===== src/rtl/writeback_unit_pkg.sv =====
// Shared types for the writeback stage:
// load func3 codes, FSM states, captured request.
package writeback_unit_pkg;

  localparam logic [2:0] LB  = 3'b000;
  localparam logic [2:0] LH  = 3'b001;
  localparam logic [2:0] LW  = 3'b010;
  localparam logic [2:0] LBU = 3'b100;
  localparam logic [2:0] LHU = 3'b101;

  typedef enum logic [1:0] {
    WB_IDLE,
    WB_WAIT_LOAD,
    WB_COMMIT
  } wb_state_e;

  typedef struct packed {
    logic        reg_write;
    logic [4:0]  rd;
    logic [2:0]  func3;
    logic [1:0]  lo;
    logic [31:0] pc;
  } wb_req_t;

endpackage


===== src/rtl/writeback_unit_if.sv =====
// Memory-stage -> writeback handshake bundle.
// master = memory stage, slave = writeback.
interface writeback_unit_if;

  logic        mem_valid_i;
  logic        mem_ready_o;
  logic        mem_reg_write_i;
  logic [4:0]  mem_rd_i;
  logic        mem_is_load_i;
  logic [2:0]  mem_func3_i;
  logic [1:0]  mem_addr_lo_i;
  logic [31:0] mem_result_i;
  logic [31:0] mem_pc_i;

  modport master (
    output mem_valid_i,
    input  mem_ready_o,
    output mem_reg_write_i,
    output mem_rd_i,
    output mem_is_load_i,
    output mem_func3_i,
    output mem_addr_lo_i,
    output mem_result_i,
    output mem_pc_i
  );

  modport slave (
    input  mem_valid_i,
    output mem_ready_o,
    input  mem_reg_write_i,
    input  mem_rd_i,
    input  mem_is_load_i,
    input  mem_func3_i,
    input  mem_addr_lo_i,
    input  mem_result_i,
    input  mem_pc_i
  );

endinterface


===== src/rtl/writeback_unit_load_extract.sv =====
// Load data align/extend plus alignment check.
// in: func3, lo, rdata  out: data, align_err
module load_extract
  import writeback_unit_pkg::*;
(
  input  logic [2:0]  func3,
  input  logic [1:0]  lo,
  input  logic [31:0] rdata,
  output logic [31:0] data,
  output logic        align_err
);

  logic [31:0] shifted;
  logic [7:0]  b;
  logic [15:0] h;

  assign shifted = rdata >> {lo, 3'b000};
  assign b = shifted[7:0];
  assign h = lo[1] ? rdata[31:16] : rdata[15:0];

  always_comb begin
    data      = 32'h0;
    align_err = 1'b0;
    unique case (func3)
      LB:  data = {{24{b[7]}}, b};
      LBU: data = {24'h0, b};
      LH: begin
        data      = {{16{h[15]}}, h};
        align_err = lo[0];
      end
      LHU: begin
        data      = {16'h0, h};
        align_err = lo[0];
      end
      LW: begin
        data      = rdata;
        align_err = (lo != 2'b00);
      end
      default: align_err = 1'b1;
    endcase
  end

endmodule


===== src/rtl/writeback_unit.sv =====
// RV32I writeback stage: retires one instr per handshake,
// drives the regfile write port, counts retires, flags load errors.
module writeback_unit
  import writeback_unit_pkg::*;
#(
  parameter int LOAD_TIMEOUT = 16,
  parameter int CNT_W        = 32
) (
  input  logic             clk,
  input  logic             rst,
  writeback_unit_if.slave  mem,
  input  logic             dmem_rvalid_i,
  input  logic [31:0]      dmem_rdata_i,
  output logic             WRITEBACK_TO_DECODE_REG_WRITE_EN_OUT,
  output logic [4:0]       WRITEBACK_TO_DECODE_REG_ID_OUT,
  output logic [31:0]      WRITEBACK_TO_DECODE_DATA_OUT,
  output logic             retire_o,
  output logic [31:0]      retire_pc_o,
  output logic [CNT_W-1:0] retire_cnt_o,
  output logic             err_timeout_o,
  output logic             err_align_o
);

  localparam int TW = $clog2(LOAD_TIMEOUT) + 1;

  wb_state_e    state_q, state_d;
  wb_req_t      req_q;
  logic [TW-1:0] tmo_q;

  logic        accept;
  logic        tmo_hit;
  logic [31:0] ld_data;
  logic        ld_err;

  logic        cm_we;
  logic [4:0]  cm_rd;
  logic [31:0] cm_data;
  logic [31:0] cm_pc;
  logic        cm_tmo;
  logic        cm_align;

  assign mem.mem_ready_o = (state_q == WB_IDLE);
  assign accept  = mem.mem_valid_i && (state_q == WB_IDLE);
  // Fires on the (LOAD_TIMEOUT-1)th wait cycle.
  assign tmo_hit = (tmo_q == TW'(LOAD_TIMEOUT - 2));

  load_extract u_extract (
    .func3     (req_q.func3),
    .lo        (req_q.lo),
    .rdata     (dmem_rdata_i),
    .data      (ld_data),
    .align_err (ld_err)
  );

  // Commit values are computed on the cycle before COMMIT
  // and registered on entry, so the write is live in COMMIT.
  always_comb begin
    state_d  = state_q;
    cm_we    = 1'b0;
    cm_rd    = req_q.rd;
    cm_data  = 32'h0;
    cm_pc    = req_q.pc;
    cm_tmo   = 1'b0;
    cm_align = 1'b0;
    unique case (state_q)
      WB_IDLE: begin
        if (accept) begin
          if (mem.mem_is_load_i) begin
            state_d = WB_WAIT_LOAD;
          end else begin
            state_d = WB_COMMIT;
            cm_rd   = mem.mem_rd_i;
            cm_pc   = mem.mem_pc_i;
            cm_data = mem.mem_result_i;
            cm_we   = mem.mem_reg_write_i
                      && (mem.mem_rd_i != 5'd0);
          end
        end
      end
      WB_WAIT_LOAD: begin
        if (dmem_rvalid_i) begin
          state_d  = WB_COMMIT;
          cm_align = ld_err;
          cm_data  = ld_err ? 32'h0 : ld_data;
          cm_we    = req_q.reg_write && (req_q.rd != 5'd0)
                     && !ld_err;
        end else if (tmo_hit) begin
          state_d  = WB_COMMIT;
          cm_tmo   = 1'b1;
          cm_align = ld_err;
        end
      end
      WB_COMMIT: state_d = WB_IDLE;
      default:   state_d = WB_IDLE;
    endcase
  end

  always_ff @(posedge clk) begin
    if (rst) begin
      state_q       <= WB_IDLE;
      req_q         <= '0;
      tmo_q         <= '0;
      retire_o      <= 1'b0;
      retire_pc_o   <= 32'h0;
      retire_cnt_o  <= '0;
      err_timeout_o <= 1'b0;
      err_align_o   <= 1'b0;
      WRITEBACK_TO_DECODE_REG_WRITE_EN_OUT <= 1'b0;
      WRITEBACK_TO_DECODE_REG_ID_OUT       <= 5'd0;
      WRITEBACK_TO_DECODE_DATA_OUT         <= 32'h0;
    end else begin
      state_q  <= state_d;
      retire_o <= 1'b0;
      WRITEBACK_TO_DECODE_REG_WRITE_EN_OUT <= 1'b0;
      if (accept) begin
        req_q.reg_write <= mem.mem_reg_write_i;
        req_q.rd        <= mem.mem_rd_i;
        req_q.func3     <= mem.mem_func3_i;
        req_q.lo        <= mem.mem_addr_lo_i;
        req_q.pc        <= mem.mem_pc_i;
        tmo_q           <= '0;
      end else if (state_q == WB_WAIT_LOAD && !dmem_rvalid_i) begin
        tmo_q <= tmo_q + TW'(1);
      end
      if (state_d == WB_COMMIT) begin
        retire_o     <= 1'b1;
        retire_pc_o  <= cm_pc;
        retire_cnt_o <= retire_cnt_o + CNT_W'(1);
        WRITEBACK_TO_DECODE_REG_WRITE_EN_OUT <= cm_we;
        WRITEBACK_TO_DECODE_REG_ID_OUT       <= cm_rd;
        WRITEBACK_TO_DECODE_DATA_OUT         <= cm_data;
        if (cm_tmo)   err_timeout_o <= 1'b1;
        if (cm_align) err_align_o   <= 1'b1;
      end
    end
  end

endmodule


===== src/flat_wrapper.sv =====
// flat-port wrapper written by rule: the top's interface ports become plain ports
module writeback_unit_flat import writeback_unit_pkg::*;
#(
  parameter int LOAD_TIMEOUT = 16,
  parameter int CNT_W        = 32
)
  (clk, rst, dmem_rvalid_i, dmem_rdata_i, WRITEBACK_TO_DECODE_REG_WRITE_EN_OUT, WRITEBACK_TO_DECODE_REG_ID_OUT, WRITEBACK_TO_DECODE_DATA_OUT, retire_o, retire_pc_o, retire_cnt_o, err_timeout_o, err_align_o, mem_mem_valid_i, mem_mem_ready_o, mem_mem_reg_write_i, mem_mem_rd_i, mem_mem_is_load_i, mem_mem_func3_i, mem_mem_addr_lo_i, mem_mem_result_i, mem_mem_pc_i);
  writeback_unit_if mem_i ();
  input  logic clk;
  input  logic rst;
  input  logic dmem_rvalid_i;
  input  logic [31:0] dmem_rdata_i;
  output logic WRITEBACK_TO_DECODE_REG_WRITE_EN_OUT;
  output logic [4:0] WRITEBACK_TO_DECODE_REG_ID_OUT;
  output logic [31:0] WRITEBACK_TO_DECODE_DATA_OUT;
  output logic retire_o;
  output logic [31:0] retire_pc_o;
  output logic [CNT_W-1:0] retire_cnt_o;
  output logic err_timeout_o;
  output logic err_align_o;
  input wire logic [$bits(mem_i.mem_valid_i)-1:0] mem_mem_valid_i;
  output wire logic [$bits(mem_i.mem_ready_o)-1:0] mem_mem_ready_o;
  input wire logic [$bits(mem_i.mem_reg_write_i)-1:0] mem_mem_reg_write_i;
  input wire logic [$bits(mem_i.mem_rd_i)-1:0] mem_mem_rd_i;
  input wire logic [$bits(mem_i.mem_is_load_i)-1:0] mem_mem_is_load_i;
  input wire logic [$bits(mem_i.mem_func3_i)-1:0] mem_mem_func3_i;
  input wire logic [$bits(mem_i.mem_addr_lo_i)-1:0] mem_mem_addr_lo_i;
  input wire logic [$bits(mem_i.mem_result_i)-1:0] mem_mem_result_i;
  input wire logic [$bits(mem_i.mem_pc_i)-1:0] mem_mem_pc_i;
  assign mem_i.mem_valid_i = mem_mem_valid_i;
  assign mem_mem_ready_o = mem_i.mem_ready_o;
  assign mem_i.mem_reg_write_i = mem_mem_reg_write_i;
  assign mem_i.mem_rd_i = mem_mem_rd_i;
  assign mem_i.mem_is_load_i = mem_mem_is_load_i;
  assign mem_i.mem_func3_i = mem_mem_func3_i;
  assign mem_i.mem_addr_lo_i = mem_mem_addr_lo_i;
  assign mem_i.mem_result_i = mem_mem_result_i;
  assign mem_i.mem_pc_i = mem_mem_pc_i;
  writeback_unit #(.LOAD_TIMEOUT(LOAD_TIMEOUT), .CNT_W(CNT_W)) u_core (.clk(clk), .rst(rst), .mem(mem_i), .dmem_rvalid_i(dmem_rvalid_i), .dmem_rdata_i(dmem_rdata_i), .WRITEBACK_TO_DECODE_REG_WRITE_EN_OUT(WRITEBACK_TO_DECODE_REG_WRITE_EN_OUT), .WRITEBACK_TO_DECODE_REG_ID_OUT(WRITEBACK_TO_DECODE_REG_ID_OUT), .WRITEBACK_TO_DECODE_DATA_OUT(WRITEBACK_TO_DECODE_DATA_OUT), .retire_o(retire_o), .retire_pc_o(retire_pc_o), .retire_cnt_o(retire_cnt_o), .err_timeout_o(err_timeout_o), .err_align_o(err_align_o));
endmodule

===== config.mk =====
export PLATFORM = sky130hd
export DESIGN_NAME = writeback_unit_flat
export DESIGN_NICKNAME = d
export VERILOG_FILES = /design/src/rtl/writeback_unit_pkg.sv /design/src/rtl/writeback_unit_if.sv /design/src/rtl/writeback_unit_load_extract.sv /design/src/rtl/writeback_unit.sv /design/src/flat_wrapper.sv
export SDC_FILE = /design/constraint.sdc
export NUM_CORES = 1
export LEC_CHECK = 0
export CAP_MARGIN = 20
export CORE_MARGIN = 2
export CORE_UTILIZATION = 35
export CTS_CLUSTER_DIAMETER = 30
export CTS_CLUSTER_SIZE = 8
export DETAILED_ROUTE_END_ITERATION = 8
export DONT_BUFFER_PORTS = 1
export GPL_TIMING_DRIVEN = 0
export SYNTH_ARGS = -nofsm -noshare
export SYNTH_HDL_FRONTEND = slang
export SYNTH_HIERARCHICAL = 1
export SYNTH_SLANG_ARGS = --single-unit
export TNS_END_PERCENT = 5

===== constraint.sdc =====
create_clock -name clk -period 2.3 [get_ports clk]
set_input_delay 0.23 -clock clk [delete_from_list [all_inputs] [get_ports clk]]
set_output_delay 0.23 -clock clk [all_outputs]
set_load 0.01 [all_outputs]

==> impl_metrics.yaml <==
status:
  run_status: "finished clean"
grt:
  gr-usage-all-layers: 0.219
  met2_layer_usage_reported_by_global_route: 0.354
  grt_max_degree: 17
  antenna_found_initial: 1
  first_global_vias: 6703
  grt_pass1_wl_um: 37400
  gr-usage-met3: 0.0609
  grt_overflow_total: 0
  busiest_layer: "met2"
  grt.met1_usage: 0.284
layout:
  design.final.nets: 1075
  syn2layout_area_growth_pct: 25.1
  layout-drive-gt1-share: 0.114
  final_cell_mix: "sky130_fd_sc_hd__nand2_1, sky130_fd_sc_hd__dfxtp_1, sky130_fd_sc_hd__nor2_1, sky130_fd_sc_hd__dlygate4sd3_1, sky130_fd_sc_hd__a21oi_1"
  layout.cells.non_filler: 1243
  final_common_cell: "sky130_fd_sc_hd__nand2_1"
  post_route_cell_area_um2: 8990
detailed_routing:
  final_antenna_net_count: 0
  vias: 6925
  wl_per_cell_um: 19.4
  detailedRoute.firstPassIterationCount: 6
  first_iteration_detailed_routing_drc_count: 560
  post_drt_via_cell_ratio: 5.57
  wl_um: 24100
  drc: 0
floorplanning:
  num_rows: 52
  fp.dieArea_um2: 21700
  floorplan.die.height_um: 147
  starting_utilization_of_the_core_area: 0.356
  fp.coreArea_um2: 20200
  die_boundary_width_um: 147
  boundaryPins: 218
synthesis:
  synth_fp_nets: 978
  postSynthRegisterBits: 155
  post_synth_instance_area_um2: 7190
  yosys_warnings: 6
  synth_async_sr_flop_share: 0
  seq_area_frac_synth: 0.432
  synth_cell_type_count: 63
  synthFlopType: "sky130_fd_sc_hd__dfxtp_1"
  average_instance_area_after_synthesis_um2: 8.33
  number_of_synthesized_flops_with_an_enable_pin: 0
  synth_cells: 863
timing:
  rsz_0062_raised_after_global_routing: "true"
  worst_slew_margin_rel: 0.415
  max_freq_mhz: 452
  min_period_ps: 2210
  finalMaxSlewViolations: 0
  timing.clock.skew_ps: 10.5
  fin_crit_sh: 0.963
  timing.final.setup_violations: 0
  finalHoldWorstSlack_ps: 54.0
  worstMarginPinSlew_ps: 871
  hold_viol_final: 0
clocking:
  insertion_delay_of_the_later_clocked_pin_in_the_worst_skew_pair_ps: 430
  cts_sinks: 155
  clock_tree.root_cell: "sky130_fd_sc_hd__clkbuf_16"
  clk_pin_slew_worst_paths_ps: 60
  cts_max_level: 4
  cts_inserted_buffers: 17
  cts_tree: "built"
  cts-root-to-sink-buffers: 2
pwr:
  power_leakage_nw: 3.04
  power-per-cell-area_nw_per_um2: 776
  ir_drop_uv: 494
setup_path:
  cp_max_fo: 8
  critical-path-max-stage-delay_ps: 540
  timing.critical_path.from_type: "flip-flop"
  worst_ep_arrival_time_ps: 2530
  timing.critical_path.max_delay_family: "simple AND/OR/NAND/NOR gates"
  reg2regPathDepth: 6
  critPathBufInv: 2
  worst-path-stages: 6
  path_cells: "clkbuf_1 -> inv_1 -> or3_2 -> nor3_2 -> nand3_1 -> mux2_2"
  worstSetupPathType: "reg -> reg"
  critical_path.endpoint_type: "flip-flop"
  required_ps: 2610
  slowest_cell_on_crit_path: "sky130_fd_sc_hd__or3_2"
place:
  post-dp-hpwl_um: 17200
  gpl.final_weighted_congestion: 0.866
  detailed_place.area_um2: 7540
  place.detailed.instances: 1134
  placement.io_buffers: 0
worst_hold_path:
  whs_path_depth: 2
  worst_hold_path_type: "in -> reg"
run:
  max_cap_violations: 0
[final timing paths]
check	startpoint	end	slack [ps]
setup / recovery	u_core/retire_cnt_o[10]	u_core/retire_cnt_o[20]	90
hold / removal	rst	u_core/retire_cnt_o[26]	50
setup reg to reg	u_core/retire_cnt_o[10]	u_core/retire_cnt_o[20]	90
hold reg to reg	u_core/req_q[23]	u_core/req_q[23]	450
[cells by family (layout without fill, tap and decap cells)]
logic type / after synthesis / after routing / synth area share
AO/OA/AOI/OAI: 236 / 236 / 0.247
XOR/XNOR: 24 / 24 / 0.0292
adder cells (fa/ha/maj): 3 / 3 / 0.00522
buffers and inverters: 87 / 196 / 0.0522
flip-flops: 155 / 155 / 0.432
multiplexers: 14 / 14 / 0.0237
other: 0 / 1 / 0
AND/OR/NAND/NOR: 344 / 344 / 0.211
[per-stage QoR]
stage / total power [W] / util / TNS (ps) / worst slack (ps)
2_1_floorplan: 0.00368 / - / 0 / 182
3_3_place_gp: 0.00393 / 0.373 / -55280 / -994
3_5_place_dp: 0.00394 / 0.374 / -40230 / -681
4_1_cts: 0.00703 / 0.443 / 0 / 2.09
5_1_grt: 0.00727 / 0.446 / -490 / -49.7
6_report: 0.00698 / 0.446 / 0 / 85.8
[power by group]
| group | internal [W] | total, W | switching, W |
|---|---|---|---|
| Combinational | 0.000415 | 0.00101 | 0.000592 |
| Clock | 0.00175 | 0.00295 | 0.00120 |
| Sequential | 0.00285 | 0.00301 | 0.000170 |
| Total | 0.00501 | 0.00698 | 0.00196 |
[worst reg2reg max path, cell delays in order, from the launching register on]
cell and delay [ps]:
sky130_fd_sc_hd__dfxtp_1 390, sky130_fd_sc_hd__clkbuf_1 320, sky130_fd_sc_hd__inv_1 60, sky130_fd_sc_hd__or3_2 540
sky130_fd_sc_hd__nor3_2 360, sky130_fd_sc_hd__nand3_1 150, sky130_fd_sc_hd__mux2_2 290
[synthesized netlist by cell type, types with 5 or more instances]
cell type,count,area [um2]
sky130_fd_sc_hd__dfxtp_1,155,3100
sky130_fd_sc_hd__nand2_1,149,559
sky130_fd_sc_hd__nor2_1,110,413
sky130_fd_sc_hd__clkbuf_1,59,221
sky130_fd_sc_hd__a21oi_1,54,270
sky130_fd_sc_hd__o21ai_0,45,225
sky130_fd_sc_hd__a311oi_1,37,324
sky130_fd_sc_hd__a222oi_1,32,320
sky130_fd_sc_hd__a22oi_1,19,143
sky130_fd_sc_hd__xnor2_1,18,158
sky130_fd_sc_hd__nor3_1,15,75.1
sky130_fd_sc_hd__inv_1,12,45.0
sky130_fd_sc_hd__nand4_1,12,75.1
sky130_fd_sc_hd__nor2b_1,11,68.8
sky130_fd_sc_hd__a211oi_2,10,125
sky130_fd_sc_hd__nand3_1,9,45.0
sky130_fd_sc_hd__nor4_1,9,56.3
sky130_fd_sc_hd__a221o_1,7,70.1
sky130_fd_sc_hd__a211oi_1,6,45.0
sky130_fd_sc_hd__mux2_2,6,67.6
sky130_fd_sc_hd__o221ai_1,6,52.6
sky130_fd_sc_hd__xor2_1,6,52.6
sky130_fd_sc_hd__buf_1,5,18.8
sky130_fd_sc_hd__mux2i_1,5,50.1
[flip-flops by register name, indices dropped and copies added, names as in the netlist]
name / count
u_core/retire_cnt_o: 32
u_core/retire_pc_o: 32
u_core/WRITEBACK_TO_DECODE_REG_ID_OUT: 5
u_core/err_timeout_o: 1
u_core/err_align_o: 1
u_core/state_q: 2
u_core/req_q: 43
u_core/WRITEBACK_TO_DECODE_DATA_OUT: 32
u_core/WRITEBACK_TO_DECODE_REG_WRITE_EN_OUT: 1
u_core/retire_o: 1
u_core/tmo_q: 5
[layout make-up]
cell class	count	area [um2]
multi-input cells	621	3750
plain buffers	74	353
repair buffers	79	781
fillers	2059	11200
inverters	12	45.0
flip-flops and latches	155	3120
clock inverters	11	160
well taps	270	338
diodes	1	2.50
clock buffers	20	447
[metal layers]
| metal | wire length (um) | part of all wire | vias to the layer above |
|---|---|---|---|
| met5 | 0 | 0 | - |
| met4 | 406 | 0.017 | 0 |
| met3 | 1620 | 0.067 | 31 |
| met2 | 11600 | 0.48 | 230 |
| met1 | 10500 | 0.44 | 3318 |
| li1 | - | - | 3346 |
[timing repair]
| action | CTS | global route |
|---|---|---|
| hold endpoints to repair | 113 | 0 |
| endpoints found under the setup margin | 93 | 82 |
| gates resized for setup | 14 | 36 |
| buffers inserted | 0 | 3 |
| pin swaps | 0 | 2 |
| hold buffers | 75 | 0 |
(Power assumes the default switching activity.)
